### src/rtl/tt_pkg.sv
// Shared types and sizing helpers for the truth-table sweep checker.
package tt_pkg;

    typedef enum logic [1:0] {
        IDLE   = 2'd0,
        DRIVE  = 2'd1,
        SAMPLE = 2'd2,
        DONE   = 2'd3
    } tt_state_e;

    function automatic int tt_table_width(input int n_in);
        return 1 << n_in;
    endfunction

endpackage

### src/rtl/tt_sweep_counter.sv
// Minterm index register plus settle timer for the truth-table sweep.
module tt_sweep_counter
    import tt_pkg::*;
#(
    parameter int N_IN   = 3,
    parameter int SETTLE = 1
) (
    input  logic            clk,
    input  logic            reset,
    input  logic            clear,
    input  logic            advance,
    input  logic            count_en,
    output logic [N_IN-1:0] idx,
    output logic            last,
    output logic            settled
);

    localparam int CW = (SETTLE > 1) ? $clog2(SETTLE) : 1;
    // One spare bit so the terminal compare can never alias after a wrap.
    localparam logic [N_IN:0] LAST_IDX = {1'b0, {N_IN{1'b1}}};

    logic [N_IN:0] idx_q;
    logic [CW-1:0] cnt;

    always_ff @(posedge clk or posedge reset) begin
        if (reset) begin
            idx_q <= '0;
            cnt   <= '0;
        end else begin
            if (clear)
                idx_q <= '0;
            else if (advance)
                idx_q <= idx_q + 1'b1;

            if (clear || !count_en)
                cnt <= '0;
            else
                cnt <= cnt + 1'b1;
        end
    end

    assign idx     = idx_q[N_IN-1:0];
    assign last    = (idx_q == LAST_IDX);
    assign settled = (cnt == CW'(SETTLE - 1));

endmodule

### config.mk
export PLATFORM = sky130hd
export DESIGN_NAME = tt_sweep_counter
export DESIGN_NICKNAME = d
export VERILOG_FILES = /design/src/rtl/tt_pkg.sv /design/src/rtl/tt_sweep_counter.sv
export SDC_FILE = /design/constraint.sdc
export NUM_CORES = 1
export LEC_CHECK = 0
export ABC_AREA = 1
export ABC_CLOCK_PERIOD_IN_PS = 1700
export CORE_AREA = 5 5 42 44
export DETAILED_ROUTE_END_ITERATION = 16
export DIE_AREA = 0 0 47 49
export DONT_BUFFER_PORTS = 1
export SLEW_MARGIN = 15
export SYNTH_ARGS = -nofsm -noshare
export SYNTH_HDL_FRONTEND = slang
export SYNTH_SLANG_ARGS = --single-unit
export TNS_END_PERCENT = 100
### constraint.sdc
create_clock -name clk -period 1.7 [get_ports clk]
set_input_delay 0.34 -clock clk [delete_from_list [all_inputs] [get_ports clk]]
set_output_delay 0.34 -clock clk [all_outputs]
set_load 0.05 [all_outputs]
==> results <==
- At the end of the flow, the number of nets in the layout was 46.
- The layout has around 160 filler cells.
- The maximum clock skew at final layout is between 0.004 and 0.005 ns.
- The highest fanout seen on the critical path is 2.
- For hold timing, the worst endpoint is cnt.
- Dividing total power by cell area gives a power density of 965 nW/µm².
- The count of endpoints failing hold in the final timing report was 0.
- The signal on the critical path passes through ha_1 -> nand2_1 -> nor2_1 -> buf_4.
- The number of levels in the clock H-tree is 1.
- The share of layout cells above drive strength 1 is 0.231.
- The reg2reg setup slack is 0.70 ns.
- The type of the setup path with the least slack is reg -> out.
- Counting tap cells, the placed design contains a total of 50 instances.
- In the synthesized netlist the dominant register cell turns out to be sky130_fd_sc_hd__dfrtp_1.
- Clock tree synthesis selected as its root buffer the cell sky130_fd_sc_hd__clkbuf_4.
- The async set-or-reset flop fraction in the synthesized netlist is 1.00.
- Summed over all layers, the routed wires come to 478 µm.
- Setup repair after global routing left no endpoint under its margin.
- The transition at the pin with the smallest max-transition slack is 0.429 ns.
- The synthesized net count is 39.
- Buffers added to address setup during post-CTS repair amount to 0.
- The clock-pin slew reported for the worst setup and hold paths after clock tree synthesis is 0.04 ns.
- The peak ir drop on the vdd network is 0.213 mV.
- The die extent in x is 47 µm.
- The share of the synthesized area in the top cell type is 0.483.
- The final number of max-transition violations came to 0.
- The number of antenna diodes in the final layout is 0.
- Among all cell types in the netlist, the one instantiated most often is sky130_fd_sc_hd__nor2_1.
- Counting flops and latches in the post-synthesis netlist gives 5.
- The residual DRC count is 0.
- The endpoint of the worst-slack reg-to-reg timing path is idx_q[3].
- For this design the total switching power over the nets is 83.9 µW.
- The wire length per cell is 8.69 µm.
- In this run the deepest clock path goes through 2 buffers.
- Summing every instance area after synthesis gives 259 µm².
- Measured against its own limit, the worst slew margin works out to 0.713.
- For this run, the number of Yosys warnings is 0.
- Yosys attributes the largest share of cell area to sky130_fd_sc_hd__dfrtp_1 (48%), sky130_fd_sc_hd__nor2_1 (13%), sky130_fd_sc_hd__buf_4 (8.7%), sky130_fd_sc_hd__nand2_1 (8.7%), sky130_fd_sc_hd__inv_1 (5.8%).
- The share of power burned in registers is 0.411.
- The highest attainable clock frequency is about 0.68 GHz.
- The number of routed nets with antenna violations is 0.
- The startpoint kind of the worst setup timing path is a register.
- The final total negative setup slack is 0 ns.
- The die covers ~2300 µm².
- The first routing iteration left 2 violations.
- The share of the clock period used by the worst path is 0.863.
- The number of buffers inserted during clock tree synthesis is 3.
- The internal power of the cells is 227 µW.
- The cts-stage hold buffer count is 1.
- The gate count after technology mapping is 33.
- The clock network latency to the later pin of the worst-skew pair is 0.24 ns.
- In this run the most critical hold path is launched from count_en.
- The share of synthesized area occupied by flip-flops and latches is 0.483.
- The category of the worst setup path capture point is an output pin.
- For this run, the total global-route usage over all layers was measured as 0.0502.
- The number of maximum-capacitance constraint violations is 0.
- The chip height is 49 µm.
- The number of buffers added on ports is 0.
- From synthesis to final layout, the design area changed by 24.6%.
- The first detailed-routing pass ran for 2 iterations.
- The count of different cell masters after synthesis is 10.
- The commonest cells after synthesis are sky130_fd_sc_hd__nor2_1 (9), sky130_fd_sc_hd__nand2_1 (6), sky130_fd_sc_hd__dfrtp_1 (5), sky130_fd_sc_hd__inv_1 (4), sky130_fd_sc_hd__buf_4 (3).
- The number of vias after detailed routing is between 200 and 250.
- The via count of the first global-routing pass is 208.
- The top-level port count is 10.
- The share of total power consumed by net switching is 0.269.
- The worst endpoint required time is 1.36 ns.
- Setup violations remaining at the end of the flow were counted as 0.
- The worst register-to-register path has a depth of 6.
- The combinational fraction of design power is 0.162.
- Summed over all cells, the static leakage comes to 0.170 nW.
- The largest single stage delay on the critical path is 0.37 ns.
- TritonCTS built the clock tree.
- The min-delay analysis places its worst path in the category in -> reg.
- The cell accounting for the most synthesized area is sky130_fd_sc_hd__dfrtp_1.
- Along the worst hold path, the cell count comes to 2.
- The pin count of the biggest net entering global routing is 6.
- The effective utilization at floorplan is 0.185.
- The startpoint identified for the worst register-to-register timing path is idx_q[0].
- The share of total power dissipated in the clock network is 0.426.
- The first-pass GRT wire length is between 700 and 800 µm.
- At the worst endpoint, the arrival time is 1.13 ns.
- The count of clock tree sinks is 5.
- The run finished with clean final reports.
- In this run the core area contains 14 standard-cell rows.
- The total area inside the core boundary comes to 1400 µm².
- Yosys mapped a number of flops with a built-in enable equal to 0.
- The average instance in the mapped netlist occupies slightly below 8 µm².
- For this design, the slowest cell found on the critical path is sky130_fd_sc_hd__dfrtp_1.
- The number of antenna violations at the first check in global routing is 0.
- The detailed-route vias per instance is 3.78.
- The finished layout holds 55 standard cells, fillers aside.
- The final weighted congestion of routability-driven global placement is 0.707.
- The post-CTS resize count is 0.
- The total congestion overflow after global routing is 0.
- The post-route minimum period is between 1 and 1.5 ns.
worst max path at each step:
stage | startpoint | endpoint | slack (ns) | cells after the start
after floorplan | idx_q[0] | last | 0.11 | 3
after global placement | idx_q[0] | last | 0.48 | 4
after detailed placement | idx_q[0] | last | 0.48 | 4
after CTS | idx_q[0] | last | 0.22 | 4
after global routing | idx_q[0] | last | 0.17 | 4
final | idx_q[0] | last | 0.23 | 4
per-stage QoR:
| stage | util | total power [mW] | area (µm²) | hold WS (ns) | setup WS [ns] |
|---|---|---|---|---|---|
| 6_report | 0.230 | 0.311 | 323 | 0.218 | 0.233 |
| 3_3_place_gp | 0.204 | 0.179 | 287 | 0.140 | 0.485 |
| 2_1_floorplan | - | 0.174 | 259 | 0.119 | 0.106 |
| 4_1_cts | 0.230 | 0.318 | 323 | 0.213 | 0.223 |
| 5_1_grt | 0.230 | 0.327 | 323 | 0.224 | 0.169 |
| 3_5_place_dp | 0.204 | 0.179 | 287 | 0.143 | 0.479 |
final cells by class:
class                   instances  area [µm²]  area share
clock buffers                   4        26.3      0.0814
inverters                       4        15.0      0.0465
multi-input cells              21        96.3       0.298
flip-flops and latches          5         125       0.388
well taps                      16        20.0      0.0620
repair buffers                  5        40.0       0.124
power groups by stage:
| stage | clock network [mW] | logic, mW | registers [mW] |
|---|---|---|---|
| 2_1_floorplan | 0 | 0.0428 | 0.131 |
| 3_3_place_gp | 0 | 0.0489 | 0.130 |
| 3_5_place_dp | 0 | 0.0494 | 0.130 |
| 4_1_cts | 0.139 | 0.0513 | 0.128 |
| 5_1_grt | 0.142 | 0.0563 | 0.129 |
| 6_report | 0.133 | 0.0506 | 0.128 |
state kept, by name, indices dropped and copies added, names as in the netlist:
register	cells
cnt	1
idx_q	4
cells by family after synthesis:
| family | after synthesis | share of synthesized area |
|---|---|---|
| compound gates | 3 | 0.0580 |
| fa+ha+maj | 1 | 0.0483 |
| buf+inv | 7 | 0.145 |
| flops | 5 | 0.483 |
| simple gates | 17 | 0.266 |
worst max-delay path, delay by kind of cell (launching register included):
kind,cells,cell delay (ns)
buffers and inverters,1,0.18
adders and majority gates,1,0.21
DFF,1,0.37
and+or+nand+nor,2,0.13
cell usage in the layout (no fill, tap or decap):
cell type and instances:
sky130_fd_sc_hd__nor2_1 9, sky130_fd_sc_hd__clkbuf_1 1, sky130_fd_sc_hd__dfrtp_1 5, sky130_fd_sc_hd__nand2_1 6
sky130_fd_sc_hd__clkbuf_4 3, sky130_fd_sc_hd__inv_1 4, sky130_fd_sc_hd__dlygate4sd3_1 1, sky130_fd_sc_hd__o21ai_0 2
sky130_fd_sc_hd__ha_1 1, sky130_fd_sc_hd__a21oi_1 1, sky130_fd_sc_hd__buf_4 4, sky130_fd_sc_hd__nor2_2 1
sky130_fd_sc_hd__nand2_2 1
layer usage:
| metal | track usage | share of wire |
|---|---|---|
| met1 | 0.0536 | 0.38 |
| met2 | 0.0588 | 0.44 |
| met3 | 0.0443 | 0.18 |
| met4 | 0.0415 | 0 |
| met5 | 0 | 0 |
No activity file was read; power rests on OpenSTA's default activity.
